[config.mk]
export PLATFORM = sky130hd
export DESIGN_NAME = button_conditioner
export DESIGN_NICKNAME = d
export VERILOG_FILES = /design/src/rtl/button_conditioner.sv
export SDC_FILE = /design/constraint.sdc
export NUM_CORES = 1
export LEC_CHECK = 0
export ABC_AREA = 1
export CAP_MARGIN = 0
export CELL_PAD_IN_SITES_DETAIL_PLACEMENT = 1
export CELL_PAD_IN_SITES_GLOBAL_PLACEMENT = 1
export CORE_UTILIZATION = 51
export CTS_BUF_LIST = sky130_fd_sc_hd__clkbuf_16
export DETAILED_ROUTE_END_ITERATION = 10
export DONT_BUFFER_PORTS = 1
export PLACE_DENSITY = 0.88
export SKIP_LAST_GASP = 1
export SLEW_MARGIN = 30
export SYNTH_ARGS = -nofsm -noshare
export SYNTH_HDL_FRONTEND = slang
export SYNTH_SLANG_ARGS = --single-unit
[constraint.sdc]
create_clock -name dclk -period 4.7 [get_ports dclk]
set_clock_uncertainty 0.1 [all_clocks]
set_input_delay 0.705 -clock dclk [delete_from_list [all_inputs] [get_ports dclk]]
set_output_delay 0.705 -clock dclk [all_outputs]
set_load 0.05 [all_outputs]
[src/rtl/button_conditioner.sv]
// Push-button front end for the up/down counter: synchronise, debounce and merge
// near-simultaneous presses into one-cycle up / down / clear (both) commands.
module button_conditioner #(
  parameter int DEBOUNCE_CYCLES = 4,
  parameter int CNT_W           = 3,
  parameter int COMBO_WINDOW    = 3,
  parameter int ACTIVE_LOW      = 0
) (
  input  logic dclk,
  input  logic reset,
  input  logic btn_up_raw,
  input  logic btn_down_raw,
  output logic up,
  output logic down,
  output logic up_level,
  output logic down_level
);

  localparam int WIN_W = (COMBO_WINDOW > 1) ? $clog2(COMBO_WINDOW) : 1;
  localparam int SET_W = CNT_W + 2;
  localparam logic [CNT_W-1:0] CNT_LAST    = CNT_W'(DEBOUNCE_CYCLES - 1);
  localparam logic [WIN_W-1:0] WIN_LAST    = WIN_W'(COMBO_WINDOW - 1);
  localparam logic [SET_W-1:0] SETTLE_LAST = SET_W'(DEBOUNCE_CYCLES + 3);
  localparam logic             POL         = (ACTIVE_LOW != 0);

  typedef enum logic [1:0] {IDLE, WAIT, EMIT, HOLD} state_t;

  // bit 0 is the up button, bit 1 the down button throughout
  logic [1:0]       raw, sync1, sync2, db;
  logic [CNT_W-1:0] cnt [2];
  logic [SET_W-1:0] settle;
  logic             ready;

  state_t           state, state_n;
  logic [WIN_W-1:0] win, win_n;
  logic             first, first_n;
  logic             up_n, down_n;
  logic             other;

  assign raw = {btn_down_raw, btn_up_raw} ^ {2{POL}};

  always_ff @(posedge dclk or posedge reset) begin
    if (reset) begin
      sync1  <= '0;
      sync2  <= '0;
      db     <= '0;
      cnt[0] <= '0;
      cnt[1] <= '0;
    end else begin
      sync1 <= raw;
      sync2 <= sync1;
      for (int i = 0; i < 2; i++) begin
        if (sync2[i] == db[i]) begin
          cnt[i] <= '0;
        end else if (cnt[i] == CNT_LAST) begin
          db[i]  <= ~db[i];
          cnt[i] <= '0;
        end else begin
          cnt[i] <= cnt[i] + CNT_W'(1);
        end
      end
    end
  end

  // The debounced levels read low right after reset even for a held button, so
  // HOLD is kept until a held button has had time to debounce high again.
  always_ff @(posedge dclk or posedge reset) begin
    if (reset) begin
      settle <= '0;
    end else if (settle != SETTLE_LAST) begin
      settle <= settle + SET_W'(1);
    end
  end

  assign ready = (settle == SETTLE_LAST);
  assign other = first ? db[0] : db[1];

  always_comb begin
    state_n = state;
    win_n   = win;
    first_n = first;
    up_n    = 1'b0;
    down_n  = 1'b0;
    case (state)
      IDLE: begin
        if (db == 2'b11) begin
          state_n = EMIT;
          up_n    = 1'b1;
          down_n  = 1'b1;
        end else if (db != 2'b00) begin
          first_n = db[1];
          win_n   = '0;
          state_n = WAIT;
        end
      end
      WAIT: begin
        win_n = win + WIN_W'(1);
        if (other) begin
          state_n = EMIT;
          up_n    = 1'b1;
          down_n  = 1'b1;
        end else if (win == WIN_LAST) begin
          state_n = EMIT;
          up_n    = ~first;
          down_n  = first;
        end
      end
      EMIT: state_n = HOLD;
      HOLD: begin
        if (ready && db == 2'b00) begin
          state_n = IDLE;
        end
      end
      default: state_n = HOLD;
    endcase
  end

  always_ff @(posedge dclk or posedge reset) begin
    if (reset) begin
      state <= HOLD;
      win   <= '0;
      first <= 1'b0;
      up    <= 1'b0;
      down  <= 1'b0;
    end else begin
      state <= state_n;
      win   <= win_n;
      first <= first_n;
      up    <= up_n;
      down  <= down_n;
    end
  end

  assign up_level   = db[0];
  assign down_level = db[1];

endmodule
After elaboration in Yosys (flattened, before gate mapping)
Index checks and enable logic that the tools add are counted.

Flip-flop bits (word level): 24. Memories: 0. Bits in read-only memories: 0. Bits of input ports: 4. Output and inout port bits: 4. RAM bits: 0. Bits in latches: 0. Logic and storage cells: 69.

Div/mod/pow operators: 0. Bitwise logic cells: 6. Multiply operators: 0. Reductions and logical operators: 10. Eq/ne operators: 16. Order comparisons: 0. Add/sub/neg operators: 4. Shifts and indexed selects: 0. Mux-type cells: 21.

Operator list (number): 2-bit two-way mux (7); 3-bit two-way mux (4); 3-bit AND reduction (3); 2-bit equality test (second input constant) (4); 2-bit case mux with 4 select lines (1); 3-bit by 1-bit adder with 3-bit output (second input constant) (2); 3-bit by 2-bit equality test with 1-bit output (second input constant) (2); 1-bit two-way mux (6); 2-bit != test (second input constant) (3); 3-bit != test (second input constant) (2); 1-bit inverter (6); 5-bit by 1-bit adder with 5-bit output (second input constant) (1); 5-bit by 3-bit equality test with 1-bit output (second input constant) (1); 5-bit by 3-bit != test with 1-bit output (second input constant) (1); 2-bit zero test (2); 1-bit case mux with 2 select lines (2); 2-bit case mux with 2 select lines (1); 2-bit AND reduction (2); 2-bit nonzero test (2); 2-bit by 1-bit adder with 2-bit output (second input constant) (1); 1-bit equality test (2); 2-bit by 1-bit equality test with 1-bit output (second input constant) (1); 1-bit logical AND (1).

Depth between registers and ports, before layout
Gate-level depths: netlist of the first run.

Word-level depth: 4. Mapped depth: 8. Depth with buffers taken out: 8.

Worst setup path before layout of the first run
No wires, ideal clock.

Kind: register -> register. Start point: reg db[0]. End point: reg win[1]. Clock period less this slack: 1.655 ns. Buffers on the path: 0. Arrival: 1.429 ns. Path slack: 3.045 ns. Cell stages (with the launch flop): 7. Library setup time: 0.125 ns. Required time: 4.475 ns. Cell sequence: dfrtp_1 > inv_1 > ha_1 > nand2_1 > o21ai_2 > o21ai_0 > o21ai_2.

Cells in the longest elaborated chain, start to end: 3. Elaborated cells between the ends (all ways): 5. Classes of those cells: eq/ne: 3; reduce/logical: 2.

RTL lines: start: declaration (RTL line 29) `logic [1:0] raw, sync1, sync2, db;`; start signal: indexed assignment (RTL line 56) `db[i] <= ~db[i];`; 2-bit equality test or 2-bit nonzero test (tied branches) (RTL line 86, 90); 2-bit != test (no source line); 3-bit AND reduction (no source line) (*); end signal: assignment (RTL line 127) `win <= win_n;`; end: declaration (RTL line 35) `logic [WIN_W-1:0] win, win_n;`.

Mark *: on every way between the ends. The rest lies on a longest branch, timed or not. A chain may end at the register's enable or synchronous reset.

Worst setup path in the final report of the first run
Ends and elaborated chain as after synthesis.

==> results.txt, run 1 <==
----------------------------------------------------
[Outcome]
  Outcome ... finished clean

[Floorplanning]
  Die Area ... 2360 um2
  Placement row count ... 16
  Core Box Area ... 2000 um2
  Die height ... 48.6 um
  Ports ... 8
  Starting Density ... 55.4%
  Chip Width ... between 40 and 50 um

[Pwr]
  Switch Pwr ... ~360 uW
  Net switching share of the total power ... 40.2%
  Power Dens Cells ... between 700 and 800 nW/um2
  Sequential share of power ... 39.9%
  Internal portion of total power ... 536 uW
  Peak supply drop ... 0.362 mV
  Leakage component of the power ... 0.622 nW
  Portion of total power attributed to the clock network ... 27.1%
  Part of the power in combinational logic ... 33.0%

[Cells and area]
  Final cell count without fillers ... 144
  Layout Cell Area excl Fill ... 1250 um2
  Area growth syn-to-layout ... 12.5%
  Number of fillers in the final layout ... 228
  Leading cell types in the layout, fill and taps excluded ... 22 x sky130_fd_sc_hd__nand2_1, 22 x sky130_fd_sc_hd__dfrtp_1, 11 x sky130_fd_sc_hd__nor2_1, 11 x sky130_fd_sc_hd__ha_1, 10 x sky130_fd_sc_hd__inv_1
  Nets@finish ... 133
  Number of inserted diodes ... 0
  Share of layout cells above drive strength 1 ... 11.1%

[Critical path]
  Kind of end point of the critical path ... flop
  Maximum fanout along the worst path ... 4
  Start-to-end type of the worst setup path ... reg -> reg
  Worst setup SP type ... flop
  Data arrival time of the critical path ... 1.87 ns
  Required time worst endpoint ... 4.74 ns

[STA]
  Number of setup violations in the final report ... 0
  Final TNS setup ... 0 ns
  Post-layout min period ... roughly 1.8 ns
  Actual transition at the worst max-transition pin ... 0.835 ns
  Setup repair after global routing missed its margin ... no
  Fin. Hold Viols ... 0
  Relative slew slack ... 44.0%
  Fraction of the cycle the final worst path needs ... between 30% and 40%
  Fmax ... 545 MHz
  Smallest hold slack ... 0.278 ns
  Final count of pins violating max slew ... 0

[Clock network]
  Max Buffers Root-to-Sink ... 2
  H-tree depth ... 1
  Post-cts gate resize count ... 0
  Number of hold-repair buffers added at the cts stage ... 0
  Clock Sink Count ... 24
  Clock slew at reported path FFs ... approximately 0.07 ns
  Clock tree from TritonCTS ... done
  Inserted Clock Buffers ... 3
  Buffer count from post-CTS setup fixing ... 0
  Root Buffer ... sky130_fd_sc_hd__clkbuf_16
  Clock latency on the worst-skew pair ... 0.26 ns

[Detailed routing]
  Number of detailed-routing iterations run before antenna repair ... 6
  Drt first-iter violations ... 9
  Routed Wire Length ... between 2000 and 2500 um
  Detail-routed via count per cell ... 5.46
  Post-route antenna net violation count ... 0
  DRC viols ... 0
  Total via count after detailed routing ... between 700 and 800
  Drt wl/cell ... around 17 um

[GRT]
  Number of antenna violations at the first check in global routing ... 0
  Remaining Overflow, GRT ... 0
  Global-route wire length before repair ... 4100 um
  Via count of the first global-routing pass ... 880
  Largest net degree at the start of global routing ... 25
  Overall routing resource usage ... 23.2%

[Synthesis]
  Proportion of netlist area held by the largest area contributor ... 49.7%
  Synthesis Warnings ... 0
  Count of distinct cell types in the synthesized netlist ... 21
  Proportion of synthesized chip area in sequential cells ... between 50% and 60%
  Post-synth design cell area ... 1110 um2
  Avg Inst Size Synth ... between 9 and 10 um2
  Total nets after synthesis ... 128
  Number of instances in the synthesized netlist ... between 100 and 150
  Flip-flop and latch count after synthesis ... 24
  Synth area leaders ... sky130_fd_sc_hd__dfrtp_1 50%, sky130_fd_sc_hd__ha_1 12%, sky130_fd_sc_hd__nand2_1 7.4%, sky130_fd_sc_hd__dfstp_2 4.7%, sky130_fd_sc_hd__inv_1 3.7%
  Synth area leader ... sky130_fd_sc_hd__dfrtp_1

[Min path]
  Worst hold-check path type ... reg -> reg

[Place]
  Routability cong. ... 0.758
  Post-DP Area ... 1140 um2
  Dpl hpwl ... 1520 um
  # placed instances ... 140
  Count of port buffers added during placement ... 0

[Job]
  Max capacitance violation total ... 0

----------------------------------------------------
## sequential cells by signal (all words and copies together), names as in the netlist
| name | flops |
|---|---|
| state | 2 |
| sync1 | 2 |
| win | 2 |
| first | 1 |
| db | 2 |
| sync2 | 2 |
| up | 1 |
| cnt | 6 |
| down | 1 |
| settle | 5 |
## critical path: stages (launching register included)
cell and delay (ns):
sky130_fd_sc_hd__dfrtp_1 0.70, sky130_fd_sc_hd__inv_1 0.20, sky130_fd_sc_hd__ha_1 0.27, sky130_fd_sc_hd__nand2_1 0.09, sky130_fd_sc_hd__o21ai_2 0.07, sky130_fd_sc_hd__o21ai_0 0.21, sky130_fd_sc_hd__o21ai_2 0.07
## Yosys cell counts
cell / n
sky130_fd_sc_hd__inv_2: 3
sky130_fd_sc_hd__o21ai_1: 1
sky130_fd_sc_hd__dfrtp_1: 22
sky130_fd_sc_hd__nand4_1: 2
sky130_fd_sc_hd__xor2_1: 2
sky130_fd_sc_hd__xnor2_1: 2
sky130_fd_sc_hd__nand3_1: 5
sky130_fd_sc_hd__nor3_1: 2
sky130_fd_sc_hd__nor3b_1: 2
sky130_fd_sc_hd__ha_1: 11
sky130_fd_sc_hd__nor2_2: 1
sky130_fd_sc_hd__dfstp_2: 2
sky130_fd_sc_hd__o21ai_2: 2
sky130_fd_sc_hd__nand2_2: 1
sky130_fd_sc_hd__a21oi_1: 4
sky130_fd_sc_hd__a31oi_1: 1
sky130_fd_sc_hd__o21ai_0: 5
sky130_fd_sc_hd__nor2_1: 11
sky130_fd_sc_hd__o211ai_1: 1
sky130_fd_sc_hd__nand2_1: 22
sky130_fd_sc_hd__inv_1: 11
## power groups by stage
| stage | clock network (mW) | registers, mW | logic [mW] |
|---|---|---|---|
| detailed placement | 0 | 0.361 | 0.274 |
| floorplan | 0 | 0.351 | 0.216 |
| CTS | 0.246 | 0.359 | 0.298 |
| finish | 0.242 | 0.358 | 0.296 |
| global placement | 0 | 0.357 | 0.250 |
| global route | 0.254 | 0.364 | 0.332 |
## cell families after synthesis
kind of cell / synth area share (%)
compound gates: 7.34
xor+xnor: 3.16
fa+ha+maj: 12.4
buf+inv: 4.74
flops: 54.4
simple gates: 17.9
## stage by stage
step,setup WS (ns),power (mW),util [%]
floorplan,3.05,0.567,-
global placement,2.98,0.608,57.1
detailed placement,2.90,0.634,57.1
CTS,2.86,0.902,62.3
global route,2.78,0.949,62.3
finish,2.87,0.896,62.3
## layout make-up
| type | instances | area [um2] | area share (%) |
|---|---|---|---|
| clock buffers | 3 | 75.1 | 6.02 |
| clock inverters | 1 | 30.0 | 2.41 |
| inverters | 14 | 52.6 | 4.21 |
| multi-input cells | 75 | 453 | 36.3 |
| flip-flops and latches | 24 | 603 | 48.3 |
| well taps | 27 | 33.8 | 2.71 |
## layer usage
layer	vias up	track usage [%]	share of wire [%]	routed length (um)
met5	-	0	0	0
met4	0	9.31	2.2	53
met3	6	4.72	2.0	48
met2	12	43.5	56	1340
met1	398	25.2	40	942
li1	370	-	-	-
## final timing paths
kind / startpoint / end / slack, ns / depth (start not counted)
max: db[0] / win[1] / 2.87 / 6
min: sync1[1] / sync2[1] / 0.28 / 0
max reg2reg: db[0] / win[1] / 2.87 / 6
min reg2reg: sync1[1] / sync2[1] / 0.28 / 0
max in group asynchronous: reset / settle[1] / 3.81 / 1
min in group asynchronous: reset / cnt[5] / 0.29 / 1
Note: power is estimated with default switching activity, not from simulation.
==> run 2: changes to the inputs <==
CORE_UTILIZATION = 47   (was 51)
PLACE_DENSITY = 0.83   (was 0.88)
clock period = 1.7 ns   (was 4.7 ns; I/O delays follow)
==> results.txt, run 2 (synthesis gave the netlist of run 1 again) <==
----------------------------------------------------
[Outcome]
  Outcome ... finished clean

[Floorplanning]
  Die Area ... around 2600 um2
  Placement row count ... 17
  Core Box Area ... 2210 um2
  Chip Width ... 50.6 um
  Die height ... 50.6 um
  Starting Density ... between 50 and 60%
  Ports ... 8

[Pwr]
  Power Dens Cells ... around 1800 nW/um2
  Leakage component of the power ... 0.638 nW
  Peak supply drop ... 1.03 mV

[Clock network]
  Clock latency on the worst-skew pair ... 0.26 ns
  Clock tree from TritonCTS ... done
  Clock slew at reported path FFs ... 0.06 ns
  Max Buffers Root-to-Sink ... 2
  Clock Sink Count ... 24
  Root Buffer ... sky130_fd_sc_hd__clkbuf_16
  Inserted Clock Buffers ... 3
  H-tree depth ... 1

[STA]
  Fin. Hold Viols ... 0
  Fmax ... 643 MHz
  Number of setup violations in the final report ... 0
  Final TNS setup ... 0 ns
  Post-layout min period ... between 1.5 and 2 ns
  Relative slew slack ... 68.7%
  Actual transition at the worst max-transition pin ... 0.469 ns
  Fraction of the cycle the final worst path needs ... 91.5%
  Setup repair after global routing missed its margin ... no
  Final count of pins violating max slew ... 0

[Detailed routing]
  Detail-routed via count per cell ... 5.13
  DRC viols ... 0
  Total via count after detailed routing ... 774
  Number of detailed-routing iterations run before antenna repair ... 4
  Drt wl/cell ... 14.8 um
  Routed Wire Length ... 2240 um
  Drt first-iter violations ... 6
  Post-route antenna net violation count ... 0

[Critical path]
  Register-to-Register Setup Slack ... roughly 0.14 ns
  End of the worst register-to-register path ... win[1]
  Launch point of the worst path ... state[0]
  Critical path capture point ... win[1]
  Maximum fanout along the worst path ... 8
  Data arrival time of the critical path ... 1.60 ns
  Reg-to-reg critical path startpoint ... state[0]
  Worst setup SP type ... flop
  Start-to-end type of the worst setup path ... reg -> reg
  Required time worst endpoint ... approximately 1.7 ns
  Kind of end point of the critical path ... flop
  Number of cells traversed by the worst register-to-register path ... 6

[Cells and area]
  Layout Cell Area excl Fill ... 1280 um2
  Area growth syn-to-layout ... 15.2%
  Share of layout cells above drive strength 1 ... 13.0%
  Number of fillers in the final layout ... 253
  Largest registers ... cnt: 6 flops, settle: 5 flops
  Top register by number of flip-flops ... cnt
  Flip-flop count of the largest register, all copies and words added ... 6
  Nets@finish ... 139
  Number of inserted diodes ... 0
  Leading cell types in the layout, fill and taps excluded ... 22 x sky130_fd_sc_hd__nand2_1, 22 x sky130_fd_sc_hd__dfrtp_1, 11 x sky130_fd_sc_hd__nor2_1, 11 x sky130_fd_sc_hd__inv_1, 10 x sky130_fd_sc_hd__ha_1

[Min path]
  WHS Path Cells ... 0
  Worst hold-check path type ... reg -> reg

[Place]
  Routability cong. ... 0.736
  Post-DP Area ... 1170 um2
  Count of port buffers added during placement ... 0
  Dpl hpwl ... 1720 um

[GRT]
  Remaining Overflow, GRT ... 0
  Number of antenna violations at the first check in global routing ... 0
  Global-route wire length before repair ... 4000 um
  Largest net degree at the start of global routing ... 19
  Via count of the first global-routing pass ... 911
  Overall routing resource usage ... roughly 22%

[Job]
  Max capacitance violation total ... 0

----------------------------------------------------
[run 2: timing repair]
action / CTS / global route
gates resized for setup: 0 / 1
setup buffers: 0 / 0
setup endpoints to repair: 0 / 2
hold endpoints to repair: 8 / 0
hold buffers: 3 / 0
[run 2: through the flow]
stage / worst slack, ns / power, mW / utilization [%] / instances / hold WS (ns)
floorplan: 0.0455 / 1.57 / - / 113 / 0.168
finish: 0.144 / 2.33 / 57.7 / 151 / 0.248
global route: 0.0258 / 2.51 / 57.7 / 151 / 0.254
CTS: 0.0595 / 2.35 / 57.6 / 151 / 0.251
detailed placement: 0.0865 / 1.82 / 52.7 / 144 / -0.0193
global placement: 0.167 / 1.74 / 52.7 / 144 / -0.0262
[run 2: cell type report]
class,instances,area [um2],area share [%]
Clock inverter,1,3.75,0.294
Sequential cell,24,603,47.2
Clock buffer,3,75.1,5.88
Timing Repair Buffer,6,52.6,4.11
Multi-Input combinational cell,75,455,35.7
Inverter,14,52.6,4.11
Tap cell,28,35.0,2.74
[run 2: routing by layer]
| metal | track usage (%) | routed length (um) | vias up |
|---|---|---|---|
| met5 | 0 | 0 | - |
| met4 | 12.5 | 43 | 0 |
| met3 | 5.15 | 41 | 5 |
| met2 | 38.9 | 1210 | 7 |
| met1 | 23.9 | 941 | 381 |
| li1 | - | - | 381 |
[run 2: report_power, final]
part,internal (mW),switching (mW)
Combinational,0.328,0.593
Sequential,0.729,0.171
Clock,0.314,0.197
Total,1.37,0.961
[run 2: worst min path at each step]
stage | startpoint | to
global placement | reset | win[1]
floorplan | reset | cnt[0]
finish | sync1[0] | sync2[0]
CTS | sync1[0] | sync2[0]
detailed placement | reset | win[0]
global route | sync1[0] | sync2[0]
[run 2: worst max-delay path, stage by stage (launching register included)]
cell and delay (ns):
sky130_fd_sc_hd__dfstp_2 0.56, sky130_fd_sc_hd__inv_1 0.08, sky130_fd_sc_hd__ha_2 0.24, sky130_fd_sc_hd__nand2_2 0.11
sky130_fd_sc_hd__inv_2 0.06, sky130_fd_sc_hd__o21ai_0 0.21, sky130_fd_sc_hd__o21ai_2 0.08
==> run 3: changes to the inputs <==
CORE_MARGIN = 5   (was unset)
GPL_TIMING_DRIVEN = 0   (was unset)
clock period = 1.59 ns   (was 1.7 ns; I/O delays follow)
==> results.txt, run 3 (synthesis gave the netlist of run 1 again) <==
----------------------------------------------------
[STA]
  Fraction of the cycle the final worst path needs ... a little over nine tenths
  Fmax ... 636 MHz
  Final count of pins violating max slew ... 0
  Setup repair after global routing missed its margin ... yes
  Relative slew slack ... 67.0%
  Final TNS setup ... 0 ns
  Smallest hold slack ... roughly 0.26 ns
  Number of setup violations in the final report ... 0
  Actual transition at the worst max-transition pin ... 0.494 ns
  Post-layout min period ... 1.57 ns
  Fin. Hold Viols ... 0
  Post-layout worst setup margin ... between 0.015 and 0.02 ns

[Clock network]
  Root Buffer ... sky130_fd_sc_hd__clkbuf_16
  Clock latency on the worst-skew pair ... 0.26 ns
  H-tree depth ... 1
  Clock tree from TritonCTS ... done
  Max Buffers Root-to-Sink ... 2
  Clock slew at reported path FFs ... 0.06 ns
  Clock Sink Count ... 24
  Inserted Clock Buffers ... 3

[GRT]
  Remaining Overflow, GRT ... 0
  M2 GR Usage ... 29.5%
  Met1 track utilization from global routing ... between 10% and 20%
  Layer with the highest usage ... met2
  Via count of the first global-routing pass ... 907
  Number of antenna violations at the first check in global routing ... 0
  Largest net degree at the start of global routing ... 25
  Overall routing resource usage ... 15.8%
  GR met3 Demand/Resource ... 2.85%
  Global-route wire length before repair ... about 4100 um

[Min path]
  Worst hold-check path type ... reg -> reg

[Cells and area]
  Number of inserted diodes ... 0
  Number of fillers in the final layout ... 251
  Final cell count without fillers ... around 150
  Share of layout cells above drive strength 1 ... 15.8%
  Leading cell types in the layout, fill and taps excluded ... 22 x sky130_fd_sc_hd__nand2_1, 20 x sky130_fd_sc_hd__dfrtp_1, 11 x sky130_fd_sc_hd__nor2_1
  Post-route core utilization ... 58.5%
  Nets@finish ... 136
  Top register by number of flip-flops ... cnt
  Most common cell after layout, fill and taps aside ... sky130_fd_sc_hd__nand2_1
  Area growth syn-to-layout ... 17.8%
  Largest registers ... cnt: 6 flops, settle: 5 flops
  Flip-flop count of the largest register, all copies and words added ... 6

[Floorplanning]
  Ports ... 8
  Placement row count ... 17
  Die height ... roughly 60 um
  Die Area ... 3430 um2
  Chip Width ... approximately 59 um
  Starting Density ... 49.6%
  Core Box Area ... 2230 um2

[Detailed routing]
  Routed Wire Length ... 2270 um
  Drt wl/cell ... roughly 15 um
  Detail-routed via count per cell ... 5.36
  Post-route antenna net violation count ... 0
  DRC viols ... 0
  Total via count after detailed routing ... 793
  Number of detailed-routing iterations run before antenna repair ... 4
  Drt first-iter violations ... 12

[Critical path]
  Required time worst endpoint ... 1.63 ns
  Start-to-end type of the worst setup path ... reg -> reg
  Maximum fanout along the worst path ... 4
  Worst setup SP type ... flop
  Data arrival time of the critical path ... around 1.6 ns
  Kind of end point of the critical path ... flop

[Place]
  # placed instances ... 141
  Post-place setup slack ... -0.168 ns
  Count of port buffers added during placement ... 0
  Routability cong. ... 0.703
  Dpl hpwl ... between 1500 and 2000 um

[Pwr]
  Leakage component of the power ... 0.634 nW
  Power Dens Cells ... 2050 nW/um2
  Peak supply drop ... 0.969 mV

[Outcome]
  Outcome ... finished clean

[Job]
  Max capacitance violation total ... 0

----------------------------------------------------
-- run 3: path summary, 6_finish.rpt --
path / start / end / slack, ns / cells past startpoint
min reg2reg: sync1[1] / sync2[1] / 0.26 / 0
max in group asynchronous: reset / db[1] / 0.66 / 2
max: db[0] / win[1] / 0.02 / 6
min in group asynchronous: reset / cnt[5] / 0.36 / 2
max reg2reg: db[0] / win[1] / 0.02 / 6
min: sync1[1] / sync2[1] / 0.26 / 0
-- run 3: power breakdown --
| group | total [mW] | internal, mW | switching (mW) |
|---|---|---|---|
| Sequential | 1.08 | 0.783 | 0.300 |
| Clock | 0.718 | 0.500 | 0.218 |
| Combinational | 0.873 | 0.352 | 0.521 |
| Total | 2.67 | 1.63 | 1.04 |
-- run 3: timing repair --
action	4_1_cts	5_1_grt
resized for setup	3	6
buffers inserted	0	0
hold buffers	3	0
cloned	0	0
setup endpoints to repair	5	4
endpoints found under the hold margin	24	0
-- run 3: metrics by stage --
| step | total power [mW] | area [um2] |
|---|---|---|
| after global placement | 1.80 | 1140 |
| after floorplan | 1.68 | 1110 |
| after global routing | 2.89 | 1310 |
| final | 2.67 | 1310 |
| after CTS | 2.62 | 1280 |
| after detailed placement | 1.87 | 1140 |
-- run 3: per-layer routing --
layer,routed length (um),vias up,part of all wire [%]
met5,0,-,0
met3,77,7,3.4
li1,-,382,-
met2,1180,13,52
met1,962,391,42
met4,52,0,2.3
-- run 3: layout make-up --
type | instances | area, um2 | area share, %
sequential | 24 | 606 | 46.4
timing repair buffer | 3 | 30.0 | 2.30
inverter | 14 | 57.6 | 4.41
clock buffer | 3 | 75.1 | 5.75
tap | 28 | 35.0 | 2.68
clock inverter | 1 | 30.0 | 2.30
multi-input combinational | 75 | 473 | 36.2
-- run 3: critical path: stages, from the launching register on --
cell and delay, ns:
sky130_fd_sc_hd__dfrtp_2 0.58, sky130_fd_sc_hd__inv_4 0.07, sky130_fd_sc_hd__ha_1 0.22, sky130_fd_sc_hd__nand2_1 0.09, sky130_fd_sc_hd__o21ai_2 0.09, sky130_fd_sc_hd__o21ai_1 0.22, sky130_fd_sc_hd__o21ai_2 0.08
